## src/rtl/packet_receiver_pkg.sv

```systemverilog
// Shared constants and types for the serial packet receiver.
// Holds the control-packet codes, default framing parameters and FSM state encoding.
// Imported by packet_receiver; contains no logic.
package packet_receiver_pkg;

    // Default framing: payload bits after the start bit, and idle-low bits between packets
    localparam int DEF_PKT_BITS = 40;
    localparam int DEF_GAP_BITS = 3;

    // Control packets recognised by exact compare; everything else is data
    localparam logic [39:0] AUDIO_REQ_PKT      = 40'h0700000000;
    localparam logic [39:0] AUDIO_UNDERRUN_PKT = 40'h0f00000000;

    typedef enum logic [1:0] {
        ST_IDLE = 2'd0,
        ST_RECV = 2'd1,
        ST_GAP  = 2'd2
    } state_t;

endpackage

```

## src/rtl/packet_receiver.sv

```systemverilog
// Serial packet receiver: start bit + PKT_BITS payload (MSB first), then a GAP_BITS idle-low gap.
// Latency: classification/outputs register 1 cycle after the last payload bit is sampled.
// Backpressure: out_valid/out_ready hold one data packet; a new data packet while held and not consumed is dropped (data_loss).
//
// Ports:
//   clk, rst_n            clock, async active-low reset
//   sin                   serial line, idles low, sampled on rising edge
//   out_data/out_valid    last received data packet and its valid flag
//   out_ready             consumer accept (handshake on out_valid && out_ready)
//   audio_req             1-cycle pulse on audio-request control packet
//   audio_underrun        1-cycle pulse on audio-underrun control packet
//   data_loss             1-cycle pulse when a data packet is dropped
//   framing_error         1-cycle pulse when sin is high during the gap
module packet_receiver
    import packet_receiver_pkg::*;
#(
    parameter int PKT_BITS = DEF_PKT_BITS,
    parameter int GAP_BITS = DEF_GAP_BITS
) (
    input  logic                clk,
    input  logic                rst_n,
    input  logic                sin,
    output logic [PKT_BITS-1:0] out_data,
    output logic                out_valid,
    input  logic                out_ready,
    output logic                audio_req,
    output logic                audio_underrun,
    output logic                data_loss,
    output logic                framing_error
);

    localparam logic [6:0]          BIT_LAST  = 7'(PKT_BITS - 1);
    localparam logic [6:0]          GAP_LAST  = 7'(GAP_BITS - 1);
    localparam logic [PKT_BITS-1:0] AREQ_CODE = PKT_BITS'(AUDIO_REQ_PKT);
    localparam logic [PKT_BITS-1:0] AUND_CODE = PKT_BITS'(AUDIO_UNDERRUN_PKT);

    state_t              r_state;
    logic [6:0]          r_bit_cnt;
    logic [6:0]          r_gap_cnt;
    logic [PKT_BITS-1:0] r_shift;
    logic                r_pkt_done;    // r_shift holds a complete packet this cycle
    logic                r_frm_pend;    // sin was high during the gap last edge
    logic [PKT_BITS-1:0] r_out_data;
    logic                r_out_valid;
    logic                r_audio_req;
    logic                r_audio_underrun;
    logic                r_data_loss;
    logic                r_framing_error;

    logic w_is_areq;
    logic w_is_aund;
    logic w_is_data;
    logic w_consume;
    logic w_load;
    logic w_drop;

    assign w_is_areq = (r_shift == AREQ_CODE);
    assign w_is_aund = (r_shift == AUND_CODE);
    assign w_is_data = r_pkt_done && !w_is_areq && !w_is_aund;
    assign w_consume = r_out_valid && out_ready;
    // A consumption on the completing edge frees the slot, so the new packet replaces it
    assign w_load    = w_is_data && (!r_out_valid || out_ready);
    assign w_drop    = w_is_data && r_out_valid && !out_ready;

    always_ff @(posedge clk or negedge rst_n) begin
        if (!rst_n) begin
            r_state          <= ST_IDLE;
            r_bit_cnt        <= '0;
            r_gap_cnt        <= '0;
            r_shift          <= '0;
            r_pkt_done       <= 1'b0;
            r_frm_pend       <= 1'b0;
            r_out_data       <= '0;
            r_out_valid      <= 1'b0;
            r_audio_req      <= 1'b0;
            r_audio_underrun <= 1'b0;
            r_data_loss      <= 1'b0;
            r_framing_error  <= 1'b0;
        end else begin
            r_pkt_done <= 1'b0;
            r_frm_pend <= 1'b0;

            case (r_state)
                ST_IDLE: begin
                    if (sin) begin
                        r_state   <= ST_RECV;
                        r_bit_cnt <= '0;
                    end
                end
                ST_RECV: begin
                    r_shift <= {r_shift[PKT_BITS-2:0], sin};
                    if (r_bit_cnt == BIT_LAST) begin
                        r_state    <= ST_GAP;
                        r_bit_cnt  <= '0;
                        r_gap_cnt  <= '0;
                        r_pkt_done <= 1'b1;
                    end else begin
                        r_bit_cnt <= r_bit_cnt + 7'd1;
                    end
                end
                ST_GAP: begin
                    // Any high sample restarts the idle count; a start bit here is not honoured
                    if (sin) begin
                        r_gap_cnt  <= '0;
                        r_frm_pend <= 1'b1;
                    end else if (r_gap_cnt == GAP_LAST) begin
                        r_state   <= ST_IDLE;
                        r_gap_cnt <= '0;
                    end else begin
                        r_gap_cnt <= r_gap_cnt + 7'd1;
                    end
                end
                default: r_state <= ST_IDLE;
            endcase

            // Pulse outputs: each driven fresh every cycle so they last exactly one cycle
            r_framing_error  <= r_frm_pend;
            r_audio_req      <= r_pkt_done && w_is_areq;
            r_audio_underrun <= r_pkt_done && w_is_aund;
            r_data_loss      <= w_drop;

            if (w_load) begin
                r_out_data  <= r_shift;
                r_out_valid <= 1'b1;
            end else if (w_consume) begin
                r_out_valid <= 1'b0;
            end
        end
    end

    assign out_data       = r_out_data;
    assign out_valid      = r_out_valid;
    assign audio_req      = r_audio_req;
    assign audio_underrun = r_audio_underrun;
    assign data_loss      = r_data_loss;
    assign framing_error  = r_framing_error;

endmodule

```

## config.mk

```make
export PLATFORM = sky130hd
export DESIGN_NAME = packet_receiver
export DESIGN_NICKNAME = d
export VERILOG_FILES = /design/src/rtl/packet_receiver_pkg.sv /design/src/rtl/packet_receiver.sv
export SDC_FILE = /design/constraint.sdc
export NUM_CORES = 1
export LEC_CHECK = 0
export ABC_AREA = 1
export BUFFER_PORTS_ARGS = -buffer_cell sky130_fd_sc_hd__buf_2
export CELL_PAD_IN_SITES_DETAIL_PLACEMENT = 1
export CELL_PAD_IN_SITES_GLOBAL_PLACEMENT = 1
export CORE_MARGIN = 5
export CORE_UTILIZATION = 44
export CTS_CLUSTER_DIAMETER = 80
export DETAILED_ROUTE_END_ITERATION = 7
export PLACE_DENSITY_LB_ADDON = 0.1
export SYNTH_ARGS = -nofsm -noshare
export SYNTH_HDL_FRONTEND = slang
export SYNTH_SLANG_ARGS = --single-unit
export TNS_END_PERCENT = 100
```

## constraint.sdc

```tcl
create_clock -name clk -period 1.85 [get_ports clk]
set_input_delay 0.2775 -clock clk [delete_from_list [all_inputs] [get_ports clk]]
set_output_delay 0.2775 -clock clk [all_outputs]
set_load 0.1 [all_outputs]
```

==> results.sh <==
export IMPL_boundaryPins=49
export IMPL_max_slew_worst_pin_slew_ns=0.493
export IMPL_required_time_worst_endpoint_ns=2.12
export IMPL_synth_avg_cell_area_um2=8.66
export IMPL_post_synth_xor_area_fraction=0.00803
export IMPL_crit_path_max_fanout=7
export IMPL_synth_fa_ha_area_frac=0.00860
export IMPL_leakage_nw=2.70
export IMPL_drt_drc_violations_left=0
export IMPL_ctsLongestPathBuffers=2
export IMPL_post_cts_setup_buffer_count=0
export IMPL_antenna_violations_before_repair=0
export IMPL_worstPathCellList="ha_1 > nand2_1 > inv_1 > nand4_1 > nor2_1 > nor2_1 > nand2_1 > o31ai_1"
export IMPL_power_density_mw_per_mm2=772
export IMPL_grt_pass1_wl_mm=18.0
export IMPL_num_nets_final=557
export IMPL_critPathKind="register to register"
export IMPL_syn2layout_area_growth_pct=14.0
export IMPL_h_tree_depth=3
export IMPL_dr_total_vias=3537
export IMPL_die_height_um=110
export IMPL_drt_first_pass_iters=4
export IMPL_crit_path_end_kind="register"
export IMPL_synth_warning_count=0
export IMPL_finalMaxSlewViolations=0
export IMPL_timing_final_crit_period_ns=1.67
export IMPL_placeableCoreArea_mm2=0.00973
export IMPL_yosys_area_top_type_share=0.591
export IMPL_max_freq_mhz=599
export IMPL_final_core_util=0.511
export IMPL_dpl_worst_slack_ns=0.173
export IMPL_synthDominantAreaCellType="sky130_fd_sc_hd__dfrtp_1"
export IMPL_ys_seq_area_frac=0.591
export IMPL_grt_overflow=0
export IMPL_synth_simple_gate_area_frac=0.314
export IMPL_syn_cell_area_mm2=0.00436
export IMPL_critical_path_cell_with_the_highest_stage_delay="sky130_fd_sc_hd__dfrtp_1"
export IMPL_cts_num_sinks=103
export IMPL_number_of_failing_hold_endpoints_at_the_final_stage=0
export IMPL_predominant_post_synthesis_flop_cell="sky130_fd_sc_hd__dfrtp_1"
export IMPL_place_gp_congestion=0.803
export IMPL_clk_latency_ns=0.37
export IMPL_totalWireLength_mm=10.6
export IMPL_post_route_cells_drive_above_1_share=0.141
export IMPL_relSlewSlack=0.673
export IMPL_viasPerCell=5.14
export IMPL_drt_wirelength_per_cell_um=15.5
export IMPL_worst_endpoint_data_arrival_time_ns=1.94
export IMPL_final_setup_fails=0
export IMPL_fp_dieArea_mm2=0.0120
export IMPL_die_w_um=110
export IMPL_fraction_of_registers_with_async_set_or_reset_after_synthesis=1.00
export IMPL_cts_tree="done"
export IMPL_final_instance_count_excl_fill=688
export IMPL_final_setup_margin_ns=0.180
export IMPL_dr_first_iter_drc_count=120
export IMPL_cpLargestDelayFamily="simple AND/OR/NAND/NOR gates"
export IMPL_hold_path_class="input port to register"
export IMPL_tritoncts_num_buffers=9
export IMPL_grt_start_max_net_pins=47
export IMPL_synth_top_family_by_area="simple AND/OR/NAND/NOR gates"
export IMPL_gr_usage_all_layers=0.192
export IMPL_path_clk_slew_ns=0.09
export IMPL_clock_root_buffer="sky130_fd_sc_hd__clkbuf_8"
export IMPL_detailed_placer_s_ending_hpwl_mm=7.10
export IMPL_mux_share_of_post_synthesis_cell_area=0
export IMPL_buffer_ports_inserted=48
export IMPL_yosys_register_bits=103
export IMPL_worst_setup_path_start_kind="register"
export IMPL_ir_drop_worst_vdd_uv=304
export IMPL_worst_path_largest_cell_delay_ns=0.41
export IMPL_via_count_of_the_first_global_routing_pass=3763
export IMPL_n_diodes=0
export IMPL_fraction_of_the_mapped_netlist_area_in_compound_gates=0.0327
export IMPL_post_synth_num_cell_types=25
export IMPL_skew_ns=0.00927
export IMPL_synth_top_cells_by_area="sky130_fd_sc_hd__dfrtp_1, sky130_fd_sc_hd__nand2_1, sky130_fd_sc_hd__nand4_1"
export IMPL_placement_rows=36
export IMPL_cap_viol_max_count=0
export IMPL_worst_path_buf_inv=1
export IMPL_start_util=0.448
export IMPL_synthesized_netlist_cell_count=504
export IMPL_rsz0062_at_grt="no"
export IMPL_totalNegativeSetupSlack_ns=0
export IMPL_result_of_the_run="finished clean"
export IMPL_place_inst=670
export IMPL_detail_route_antenna_nets=0
export IMPL_synth_edff_count=0
export IMPL_syn_nets=511
export IMPL_layout_worst_path_cycle_share=0.902
cell usage in the layout (no fill, tap or decap), types with 3 or more instances in the layout:
master	n
sky130_fd_sc_hd__nor3_1	6
sky130_fd_sc_hd__nand2_1	228
sky130_fd_sc_hd__a21oi_1	4
sky130_fd_sc_hd__nor2_1	33
sky130_fd_sc_hd__ha_1	3
sky130_fd_sc_hd__clkbuf_8	13
sky130_fd_sc_hd__xor2_1	4
sky130_fd_sc_hd__buf_4	10
sky130_fd_sc_hd__buf_2	47
sky130_fd_sc_hd__nand3_1	10
sky130_fd_sc_hd__nand4_1	44
sky130_fd_sc_hd__o21ai_0	14
sky130_fd_sc_hd__dfrtp_1	103
sky130_fd_sc_hd__inv_1	18
final timing paths:
path / slack [ns] / end / cells past startpoint / from
max in group asynchronous: 0.92 / r_shift[6]$_DFFE_PN0P_ / 3 / rst_n
hold / removal: 0.20 / r_gap_cnt[1]$_DFFE_PN0P_ / 2 / sin
hold reg to reg: 0.36 / framing_error$_DFF_PN0_ / 0 / r_frm_pend$_DFF_PN0_
setup / recovery: 0.18 / r_gap_cnt[1]$_DFFE_PN0P_ / 8 / r_bit_cnt[0]$_DFFE_PN0P_
setup reg to reg: 0.18 / r_gap_cnt[1]$_DFFE_PN0P_ / 8 / r_bit_cnt[0]$_DFFE_PN0P_
min in group asynchronous: 0.36 / out_data[35]$_DFFE_PN0P_ / 2 / rst_n
flip-flops by register name, indices dropped and copies added (netlist names):
name and cells:
audio_req 1, audio_underrun 1, data_loss 1, framing_error 1, out_data 40, out_valid 1, r_bit_cnt 7, r_frm_pend 1
r_gap_cnt 7, r_pkt_done 1, r_shift 40, r_state 2
cell usage after synthesis (3+ instances only):
cell and number:
sky130_fd_sc_hd__nand2_1 228, sky130_fd_sc_hd__dfrtp_1 103, sky130_fd_sc_hd__nand4_1 44, sky130_fd_sc_hd__nor2_1 33
sky130_fd_sc_hd__inv_1 18, sky130_fd_sc_hd__o21ai_0 14, sky130_fd_sc_hd__clkbuf_1 10, sky130_fd_sc_hd__nand3_1 10
sky130_fd_sc_hd__buf_1 7, sky130_fd_sc_hd__nor3_1 6, sky130_fd_sc_hd__buf_2 5, sky130_fd_sc_hd__a21oi_1 4
sky130_fd_sc_hd__xor2_1 4, sky130_fd_sc_hd__buf_6 3, sky130_fd_sc_hd__ha_1 3
cell families after synthesis:
| family | count (synthesis) |
|---|---|
| fa+ha+maj | 3 |
| simple gates | 324 |
| compound gates | 25 |
| flops | 103 |
| buf+inv | 45 |
| xor+xnor | 4 |
layer usage:
layer  GRT usage  routed length (um)  up-vias  share of wire
li1            -                   -     1717              -
met2       0.330                5290       42           0.50
met4      0.0712                 152        0          0.014
met5           0                   0        -              0
met1       0.246                4890     1766           0.46
met3      0.0276                 298       12          0.028
where the power goes:
group / internal (W) / leakage, nW / switching [W] / total (W)
combinational: 0.0000367 / 1.31 / 0.0000799 / 0.000117
sequential: 0.00229 / 1.29 / 0.0000507 / 0.00234
clock: 0.000636 / 0.0987 / 0.000741 / 0.00138
total: 0.00297 / 2.70 / 0.000872 / 0.00384
final cells by class:
cell class	instances	area [um^2]
fillers	1213	4760
flip-flops and latches	103	2580
repair buffers	60	360
clock inverters	2	12.5
inverters	19	71.3
well taps	133	166
clock buffers	14	183
multi-input cells	357	1600
through the flow:
step / total power [W] / instance area (um^2) / hold WS (ns)
after floorplan: 0.00242 / 4360 / -0.0181
after global placement: 0.00250 / 4750 / 0.214
after detailed placement: 0.00251 / 4750 / 0.221
after CTS: 0.00389 / 4950 / 0.189
after global routing: 0.00403 / 4970 / 0.191
final: 0.00384 / 4970 / 0.197
timing repair:
| action | in CTS | in global routing |
|---|---|---|
| setup endpoints to repair | 0 | 37 |
| hold buffers | 1 | 0 |
| resized for setup | 0 | 1 |
| endpoints found under the hold margin | 23 | 0 |
Note: power is estimated with default switching activity, not from simulation.
